## src/rtl/wb_arb_pkg.sv

```systemverilog
// Shared types and constants for the writeback port arbiter.
// State encoding, requester IDs and statistics counter sizing live here so the
// arbiter and its helpers agree on them.
package wb_arb_pkg;

    // Arbiter ownership state.
    typedef enum logic [1:0] {
        IDLE = 2'b00,
        OWN0 = 2'b01,
        OWN1 = 2'b10
    } arb_state_e;

    // Requester IDs double as the mux select value for that requester.
    localparam logic REQ_ALU  = 1'b0;
    localparam logic REQ_LOAD = 1'b1;

    // Statistics counters (only present when WB_ARB_STATS_EN is defined).
    localparam int unsigned STATS_WIDTH = 16;
    localparam logic [STATS_WIDTH-1:0] STATS_MAX = '1;

    // Ownership state for a given requester ID.
    function automatic arb_state_e owner_state(input logic id);
        return (id == REQ_LOAD) ? OWN1 : OWN0;
    endfunction

    // Saturating increment used by the statistics counters.
    function automatic logic [STATS_WIDTH-1:0] stat_next(input logic [STATS_WIDTH-1:0] value,
                                                         input logic hit);
        if (hit && (value != STATS_MAX)) begin
            return value + 1'b1;
        end
        return value;
    endfunction

endpackage

```

## src/rtl/wb_arb_burst_counter.sv

```systemverilog
// Burst length counter for the writeback arbiter.
// Loadable to 1, clearable, and saturating at MAX_COUNT on increment.
// Priority when several controls are asserted: clear, load, increment.
module wb_arb_burst_counter #(
    parameter int unsigned COUNT_WIDTH = 4,
    parameter int unsigned MAX_COUNT   = 4
) (
    input  logic                   clock,
    input  logic                   reset_n,
    input  logic                   clear,
    input  logic                   load,
    input  logic                   incr,
    output logic [COUNT_WIDTH-1:0] count
);

    localparam logic [COUNT_WIDTH-1:0] MAX_VAL = COUNT_WIDTH'(MAX_COUNT);
    localparam logic [COUNT_WIDTH-1:0] ONE_VAL = COUNT_WIDTH'(1);

    logic [COUNT_WIDTH-1:0] count_q;
    logic [COUNT_WIDTH-1:0] count_d;

    // Next count: clear wins, then load-to-1, then saturating increment.
    always_comb begin
        count_d = count_q;
        if (clear) begin
            count_d = '0;
        end else if (load) begin
            count_d = ONE_VAL;
        end else if (incr && (count_q < MAX_VAL)) begin
            count_d = count_q + ONE_VAL;
        end
    end

    // Counter register.
    always_ff @(posedge clock or negedge reset_n) begin
        if (!reset_n) begin
            count_q <= '0;
        end else begin
            count_q <= count_d;
        end
    end

    assign count = count_q;

endmodule

```

## src/rtl/wb_port_arbiter.sv

```systemverilog
// Writeback register-file port arbiter.
// Two requesters (0 = ALU result, 1 = load data) share one write port. Grants
// are combinational; an owner keeps the port for up to MAX_BURST back-to-back
// transfers while the other side waits, then ownership flips.
// select drives the writeback 2:1 muxes and parks on the last owner when idle
// so the mux does not toggle.
// Optional build macro WB_ARB_STATS_EN adds conflict_count and stall_count.
module wb_port_arbiter
    import wb_arb_pkg::*;
#(
    parameter int unsigned MAX_BURST   = 4,
    parameter int unsigned COUNT_WIDTH = 4
) (
    input  logic clock,
    input  logic reset_n,
    input  logic req0,
    input  logic req1,
    input  logic port_ready,
    output logic gnt0,
    output logic gnt1,
    output logic select,
    output logic write_en
`ifdef WB_ARB_STATS_EN
    ,
    output logic [STATS_WIDTH-1:0] conflict_count,
    output logic [STATS_WIDTH-1:0] stall_count
`endif
);

    localparam logic [COUNT_WIDTH-1:0] MAX_CNT = COUNT_WIDTH'(MAX_BURST);

    arb_state_e             state_q;
    arb_state_e             state_d;
    logic                   last_owner_q;
    logic                   last_owner_d;
    logic [COUNT_WIDTH-1:0] burst_count;
    logic                   below_max;
    logic                   cnt_clear;
    logic                   cnt_load;
    logic                   cnt_incr;
    logic                   grant0;
    logic                   grant1;

    assign below_max = (burst_count < MAX_CNT);

    wb_arb_burst_counter #(
        .COUNT_WIDTH (COUNT_WIDTH),
        .MAX_COUNT   (MAX_BURST)
    ) u_burst_counter (
        .clock   (clock),
        .reset_n (reset_n),
        .clear   (cnt_clear),
        .load    (cnt_load),
        .incr    (cnt_incr),
        .count   (burst_count)
    );

    // Ownership state and last owner registers.
    always_ff @(posedge clock or negedge reset_n) begin
        if (!reset_n) begin
            state_q      <= IDLE;
            last_owner_q <= REQ_ALU;
        end else begin
            state_q      <= state_d;
            last_owner_q <= last_owner_d;
        end
    end

    // Grant decision and next ownership; everything holds while port_ready is low.
    always_comb begin
        state_d      = state_q;
        last_owner_d = last_owner_q;
        grant0       = 1'b0;
        grant1       = 1'b0;
        cnt_clear    = 1'b0;
        cnt_load     = 1'b0;
        cnt_incr     = 1'b0;

        if (port_ready) begin
            unique case (state_q)
                IDLE: begin
                    if (req0 && req1) begin
                        // Contention from idle: favour whoever did not own last.
                        if (last_owner_q == REQ_ALU) begin
                            grant1 = 1'b1;
                        end else begin
                            grant0 = 1'b1;
                        end
                    end else begin
                        grant0 = req0;
                        grant1 = req1;
                    end
                    if (grant0 || grant1) begin
                        cnt_load     = 1'b1;
                        last_owner_d = grant1 ? REQ_LOAD : REQ_ALU;
                        state_d      = owner_state(grant1 ? REQ_LOAD : REQ_ALU);
                    end
                end

                OWN0: begin
                    if (req0 && (below_max || !req1)) begin
                        grant0   = 1'b1;
                        cnt_incr = 1'b1;
                    end else if (req1) begin
                        grant1       = 1'b1;
                        cnt_load     = 1'b1;
                        last_owner_d = REQ_LOAD;
                        state_d      = owner_state(REQ_LOAD);
                    end else begin
                        cnt_clear = 1'b1;
                        state_d   = IDLE;
                    end
                end

                OWN1: begin
                    if (req1 && (below_max || !req0)) begin
                        grant1   = 1'b1;
                        cnt_incr = 1'b1;
                    end else if (req0) begin
                        grant0       = 1'b1;
                        cnt_load     = 1'b1;
                        last_owner_d = REQ_ALU;
                        state_d      = owner_state(REQ_ALU);
                    end else begin
                        cnt_clear = 1'b1;
                        state_d   = IDLE;
                    end
                end

                default: begin
                    cnt_clear = 1'b1;
                    state_d   = IDLE;
                end
            endcase
        end
    end

    // Outputs are forced quiet while reset is asserted, independent of the clock.
    assign gnt0     = grant0 & reset_n;
    assign gnt1     = grant1 & reset_n;
    assign write_en = gnt0 | gnt1;
    assign select   = reset_n & (grant1 | (~grant0 & last_owner_q));

`ifdef WB_ARB_STATS_EN
    logic [STATS_WIDTH-1:0] conflict_q;
    logic [STATS_WIDTH-1:0] stall_q;
    logic                   conflict_hit;
    logic                   stall_hit;

    assign conflict_hit = req0 & req1 & port_ready;
    assign stall_hit    = (req0 | req1) & ~port_ready;

    // Saturating event counters for contention and stalled requests.
    always_ff @(posedge clock or negedge reset_n) begin
        if (!reset_n) begin
            conflict_q <= '0;
            stall_q    <= '0;
        end else begin
            conflict_q <= stat_next(conflict_q, conflict_hit);
            stall_q    <= stat_next(stall_q, stall_hit);
        end
    end

    assign conflict_count = conflict_q;
    assign stall_count    = stall_q;
`endif

endmodule

```

## config.mk

```make
export PLATFORM = sky130hd
export DESIGN_NAME = wb_port_arbiter
export DESIGN_NICKNAME = d
export VERILOG_FILES = /design/src/rtl/wb_arb_pkg.sv /design/src/rtl/wb_arb_burst_counter.sv /design/src/rtl/wb_port_arbiter.sv
export SDC_FILE = /design/constraint.sdc
export NUM_CORES = 1
export LEC_CHECK = 0
export CORE_MARGIN = 3
export CORE_UTILIZATION = 40
export CTS_BUF_LIST = sky130_fd_sc_hd__clkbuf_8
export DETAILED_ROUTE_END_ITERATION = 8
export PLACE_DENSITY = 0.74
export SLEW_MARGIN = 20
export SYNTH_ARGS = -nofsm -noshare
export SYNTH_HDL_FRONTEND = slang
export SYNTH_SLANG_ARGS = --single-unit
```

## constraint.sdc

```tcl
create_clock -name clock -period 2.4 [get_ports clock]
set_input_delay 0.72 -clock clock [delete_from_list [all_inputs] [get_ports clock]]
set_output_delay 0.72 -clock clock [all_outputs]
set_load 0.05 [all_outputs]
```

==> impl_metrics.env, run 1 <==
export IMPL_synth_most_common_cell="nand2_1"
export IMPL_path_clk_slew_ns=0.04
export IMPL_cts_tree="done"
export IMPL_hp_start="u_burst_counter.count[0]"
export IMPL_timing_rr_start="state_q[0]"
export IMPL_critPathLaunchType="register"
export IMPL_yosysWarnings=0
export IMPL_slew_headroom_pct=75.7
export IMPL_first_global_vias=726
export IMPL_critPathMaxFanout=4
export IMPL_grt_max_degree=10
export IMPL_vias=701
export IMPL_antenna_left=0
export IMPL_synth_simple_area_share_pct=19.0
export IMPL_syn_inst=75
export IMPL_setup_viol_count_final=4
export IMPL_synth_top_family_by_area="compound AO/OA/AOI/OAI gates"
export IMPL_drt_iter0_drc=27
export IMPL_io_pins=9
export IMPL_clkLatencyLatePin_ns=0.23
export IMPL_violations="negative setup slack"
export IMPL_n_fill_cell=91
export IMPL_synth_xor_area_share_pct=1.40
export IMPL_synth_cell_types=31
export IMPL_grt_ovfl_total=0
export IMPL_synth_area_top_cells="dfrtp_1 28%, ha_1 10%, nand2_1 6.0%, a21oi_1 4.8%, o21ai_0 4.8%"
export IMPL_path_class="reg -> out"
export IMPL_cts_root_buf="clkbuf_8"
export IMPL_wl_um=2000
export IMPL_numCtsBuffers=3
export IMPL_cts_sink_count=7
export IMPL_status="complete, but fails checks"
export IMPL_clock_fmax_mhz=395
export IMPL_slew_viol_final=0
export IMPL_core_sq_um=1380
export IMPL_synth_fa_ha_area_share_pct=9.98
export IMPL_portBuffers=8
export IMPL_syn_area_sq_um=627
export IMPL_fin_skew_ns=0.000480
export IMPL_regArea_sq_um=178
export IMPL_finalWorstSetupSlack_ns=-0.134
export IMPL_grt_setup_unrepaired="true"
export IMPL_num_rows=13
export IMPL_synthFlopType="dfrtp_1"
export IMPL_start_util_pct=45.3
export IMPL_drc=0
export IMPL_via_per_inst=5.75
export IMPL_drt_first_pass_iters=4
export IMPL_drive_gt1_share_pct=53.3
export IMPL_layout_min_cycle_time_ns=2.53
export IMPL_p_leak_uw=0.000465
export IMPL_multi_input_area_sq_um=529
export IMPL_async_flop_share_pct=100
export IMPL_ir_drop_mv=0.699
export IMPL_crit_start="state_q[1]"
export IMPL_cts_buffer_depth=2
export IMPL_synth_seq_cells=7
export IMPL_cts_hold_buf=0
export IMPL_syn_area_per_cell_sq_um=8.36
export IMPL_antenna_found_initial=0
export IMPL_cp_required_ns=1.68
export IMPL_track_usage_pct=23.4
export IMPL_cellPowerDensity_nw_per_um2=1020
export IMPL_die_h_um=45.6
export IMPL_cp_arrival_ns=1.81
export IMPL_post_drt_wl_per_cell_um=16.4
export IMPL_instances_no_fill=122
export IMPL_end_kind="output pin"
export IMPL_synth_commonest_cells="10 x nand2_1, 7 x dfrtp_1, 6 x a21oi_1, 6 x inv_1, 6 x o21ai_0"
export IMPL_pre_cts_slack_ns=-0.529
export IMPL_post_dp_hpwl_um=1310
export IMPL_hold_path_class="reg -> reg"
export IMPL_yosysSeqAreaShare_pct=27.9
export IMPL_fin_nets=118
export IMPL_die_area_sq_um=2080
export IMPL_htreeDepth=1
export IMPL_syn_nets=85
export IMPL_grt_pass1_wl_um=3340
export IMPL_synth_mux_area_share_pct=2.40
export IMPL_synth_compound_area_share_pct=32.3
export IMPL_finalCritPeriodShare_pct=106
export IMPL_die_width_um=45.6
export IMPL_syn_to_final_growth_pct=68.1
export IMPL_dpl_cell_count=114
export IMPL_synth_top_area_share_pct=27.9
export IMPL_antenna_cells=0
export IMPL_hold_viol=0
export IMPL_synth_edf_count=0
export IMPL_worst_slew_pin_slew_ns=0.358
export IMPL_synth_area_leader_cell="dfrtp_1"
export IMPL_globalplace_congestion=0.857
export IMPL_cap_violations=0
cell families after synthesis:
family / after synthesis
adders and majority gates: 5
AOI/OAI and AO/OA: 28
buffers and inverters: 9
xor gates and xnor gates: 1
and+or+nand+nor: 24
DFF: 7
muxes: 1
worst max-delay path: stages, from the launching register on:
cell,delay (ns)
dfrtp_2,0.43
ha_4,0.19
a21boi_4,0.14
o221a_4,0.29
o211a_4,0.25
nand2b_4,0.14
buf_8,0.14
repair_timing:
action | CTS | global route
hold endpoints to repair | 0 | 0
pin swaps | 5 | 3
resized for setup | 28 | 6
setup buffers | 4 | 0
endpoints found under the setup margin | 4 | 4
placed cells by master (no fill, tap or decap), types with 2 or more instances in the layout:
cell            n
nand2_1        10
dfrtp_1         5
nand3_1         2
ha_2            2
inv_2           2
ha_1            2
inv_1           4
clkbuf_8        3
o21ai_0         5
buf_8           2
dfrtp_2         2
nor2_1          2
buf_2           2
o21ai_2         2
a21oi_1         5
o21a_1          2
dlygate4sd2_1   2
buf_4          22
nor2b_1         2
and2_1          2
buf_6           3
report_power, final:
group	total [uW]	internal, uW	switching [uW]
Clock	167	111	55.8
Combinational	711	354	357
Sequential	198	159	39.4
Total	1080	624	452
final timing paths:
path,end,slack [ns],depth (start not counted)
setup / recovery,write_en,-0.13,6
hold / removal,u_burst_counter.count[0],0.58,2
setup reg to reg,last_owner_q,0.36,8
hold reg to reg,u_burst_counter.count[0],0.58,2
max in group asynchronous,state_q[1],1.53,2
min in group asynchronous,u_burst_counter.count[3],0.72,2
routing by layer:
metal | vias to the layer above | part of all wire, % | GRT usage [%]
met4 | 0 | 3.4 | 17.5
met5 | - | 0 | 0
met1 | 323 | 41 | 26.4
met3 | 9 | 5.3 | 5.14
met2 | 27 | 50 | 37.9
li1 | 342 | - | -
area by class of cell:
| class | count | share of cell area, % |
|---|---|---|
| well taps | 15 | 1.78 |
| flip-flops and latches | 7 | 16.9 |
| clock inverters | 1 | 0.356 |
| repair buffers | 31 | 24.3 |
| inverters | 6 | 2.49 |
| clock buffers | 3 | 3.92 |
| multi-input cells | 59 | 50.2 |
state kept, by name (all words and copies together) (netlist names):
| name | count |
|---|---|
| u_burst_counter.count | 4 |
| state_q | 2 |
| last_owner_q | 1 |
per-stage QoR:
stage,util (%),hold slack (ns),area [sq um],TNS [ns],total power (uW)
6_report,76.2,0.580,1050,-0.298,1080
5_1_grt,76.2,0.630,1050,-0.524,1150
4_1_cts,74.3,0.584,1030,-0.182,1040
3_5_place_dp,64.0,0.565,885,-2.05,774
3_3_place_gp,64.0,0.539,885,-1.90,762
2_1_floorplan,-,0.424,691,-0.0823,593
Power figures use the tool's default switching activity.
==> run 2, diff against run 1 <==
Settings changed: CORE_AREA set to 3 3 40 42, CORE_MARGIN 3 to unset, CORE_UTILIZATION 40 to unset, DIE_AREA set to 0 0 43 45, PLACE_DENSITY 0.74 to 0.83.
==> run 2 against run 1 <==
The flow still finishes with violations (negative setup slack). Utilization grew 8.1 points. Wire length fell by 0.60%. Worst hold slack gained 0.0093 ns. Sequential share of layout area shrank 0.58 points. Design area increased by 2.9%. Worst setup slack better by 0.037 ns. Global-route usage decreased by 0.77 points. First-iteration DRC count decreased by 41%. Non-clock buffer count increased by 1.
==> impl_metrics.env, run 2 (synthesis gave the netlist of run 1 again) <==
export IMPL_fin_nets=119
export IMPL_violations="negative setup slack"
export IMPL_r2r_end="u_burst_counter.count[1]"
export IMPL_die_area_sq_um=1940
export IMPL_finalCritPeriodShare_pct=104
export IMPL_grt_max_degree=10
export IMPL_finalWorstSetupSlack_ns=-0.0970
export IMPL_cts_tree="done"
export IMPL_drt_iter0_drc=16
export IMPL_wl_um=1990
export IMPL_antenna_cells=0
export IMPL_fin_skew_ns=0.00262
export IMPL_dpl_cell_count=115
export IMPL_stdcell_area_sq_um=1080
export IMPL_power_uw=1120
export IMPL_slew_viol_final=0
export IMPL_crit_family="compound AO/OA/AOI/OAI gates"
export IMPL_cp_num_buf_inv=1
export IMPL_portBuffers=8
export IMPL_layout_min_cycle_time_ns=2.50
export IMPL_instances_no_fill=123
export IMPL_num_rows=13
export IMPL_end_kind="output pin"
export IMPL_syn_to_final_growth_pct=72.9
export IMPL_cap_violations=0
export IMPL_start_util_pct=48.8
export IMPL_grt_ovfl_total=0
export IMPL_vias=686
export IMPL_post_dp_hpwl_um=1290
export IMPL_numCtsBuffers=3
export IMPL_n_fill_cell=63
export IMPL_critPathMaxFanout=5
export IMPL_timing_rr_start="state_q[0]"
export IMPL_hold_path_class="reg -> reg"
export IMPL_worst_slew_pin_slew_ns=0.345
export IMPL_first_global_vias=735
export IMPL_globalplace_congestion=0.844
export IMPL_cts_sink_count=7
export IMPL_max_stage_delay_ns=0.48
export IMPL_cts_buffer_depth=2
export IMPL_hold_ws_ns=0.589
export IMPL_cellPowerDensity_nw_per_um2=1030
export IMPL_htreeDepth=1
export IMPL_cp_depth=6
export IMPL_grt_pass1_wl_um=3220
export IMPL_largest_reg_flops=4
export IMPL_cp_required_ns=1.68
export IMPL_drt_first_pass_iters=4
export IMPL_clock_fmax_mhz=400
export IMPL_place_area_sq_um=892
export IMPL_drc=0
export IMPL_die_width_um=43
export IMPL_slew_headroom_pct=76.7
export IMPL_status="complete, but fails checks"
export IMPL_ir_drop_mv=0.970
export IMPL_cts_root_buf="clkbuf_8"
export IMPL_path_clk_slew_ns=0.04
export IMPL_path_class="reg -> out"
export IMPL_worstSetupEndpoint="write_en"
export IMPL_wl_met3_um=47
export IMPL_clkLatencyLatePin_ns=0.22
export IMPL_m1WireLength_um=833
export IMPL_worstRegToRegCells=7
export IMPL_track_usage_pct=22.7
export IMPL_critPathLaunchType="register"
export IMPL_final_cell_mix="23 x buf_4, 10 x nand2_1, 6 x dfrtp_1"
export IMPL_via_per_inst=5.58
export IMPL_crit_start="u_burst_counter.count[2]"
export IMPL_cts_hold_buf=0
export IMPL_final_common_cell="buf_4"
export IMPL_r2r_slack_ns=0.50
export IMPL_post_drt_wl_per_cell_um=16.2
export IMPL_highest_layer="met4"
export IMPL_crit_chain="nor2_4 > a21boi_4 > o221a_4 > o211a_4 > nand2b_4 > buf_8"
export IMPL_antenna_found_initial=0
export IMPL_slowest_stage="dfrtp_1"
export IMPL_met2_length_um=1060
export IMPL_setup_viol_count_final=4
export IMPL_cp_arrival_ns=1.78
export IMPL_hold_viol=0
export IMPL_antenna_left=0
export IMPL_drive_gt1_share_pct=53.7
export IMPL_multi_input_area_sq_um=553
export IMPL_regArea_sq_um=176
export IMPL_p_leak_uw=0.000474
export IMPL_grt_setup_unrepaired="true"
export IMPL_core_sq_um=1280
export IMPL_io_pins=9
export IMPL_die_h_um=45
## run 2: stage by stage
| stage | utilization (%) | TNS (ns) | worst slack, ns |
|---|---|---|---|
| after global placement | 69.4 | -1.89 | -0.478 |
| after global routing | 84.3 | -0.392 | -0.133 |
| after floorplan | - | -0.0823 | -0.0438 |
| final | 84.3 | -0.151 | -0.0970 |
| after CTS | 80.9 | -0.188 | -0.104 |
| after detailed placement | 69.4 | -2.00 | -0.507 |
## run 2: worst reg2reg max path: stages, from the launching register on
cell and delay [ns]:
dfrtp_1 0.39, buf_4 0.16, ha_4 0.18, buf_4 0.15
o21a_1 0.20, o41ai_1 0.39, buf_4 0.19, a21boi_1 0.17
## run 2: area by class of cell
type                       instances  share of cell area (%)
clock buffer                       3                    3.81
clock inverter                     1                   0.346
inverter                           6                    2.42
multi-input combinational         59                    51.0
sequential                         7                    16.3
tap                               15                    1.73
timing repair buffer              32                    24.4
## run 2: per-layer routing
layer / vias up / GRT usage (%)
met5: - / 0
met4: 0 / 13.3
met3: 4 / 2.39
met2: 13 / 41.3
met1: 333 / 25.6
li1: 336 / -
## run 2: worst min path at each step
stage	from	end	depth (start not counted)
after floorplan	reset_n	last_owner_q	0
after global placement	u_burst_counter.count[1]	u_burst_counter.count[1]	2
after detailed placement	u_burst_counter.count[1]	u_burst_counter.count[1]	2
after CTS	u_burst_counter.count[1]	u_burst_counter.count[1]	2
after global routing	u_burst_counter.count[1]	u_burst_counter.count[1]	2
final	u_burst_counter.count[1]	u_burst_counter.count[1]	2
## run 2: report_power, final
| group | total [uW] | leakage (uW) | internal (uW) | switching (uW) |
|---|---|---|---|---|
| combinational | 758 | 0.000358 | 384 | 374 |
| sequential | 196 | 0.0000894 | 159 | 37.0 |
| clock | 165 | 0.0000269 | 111 | 54.4 |
| total | 1120 | 0.000474 | 653 | 466 |
## run 2: timing repair
action,CTS,global route
setup buffers,2,2
pin swaps,6,1
resized for setup,31,5
endpoints found under the setup margin,4,4
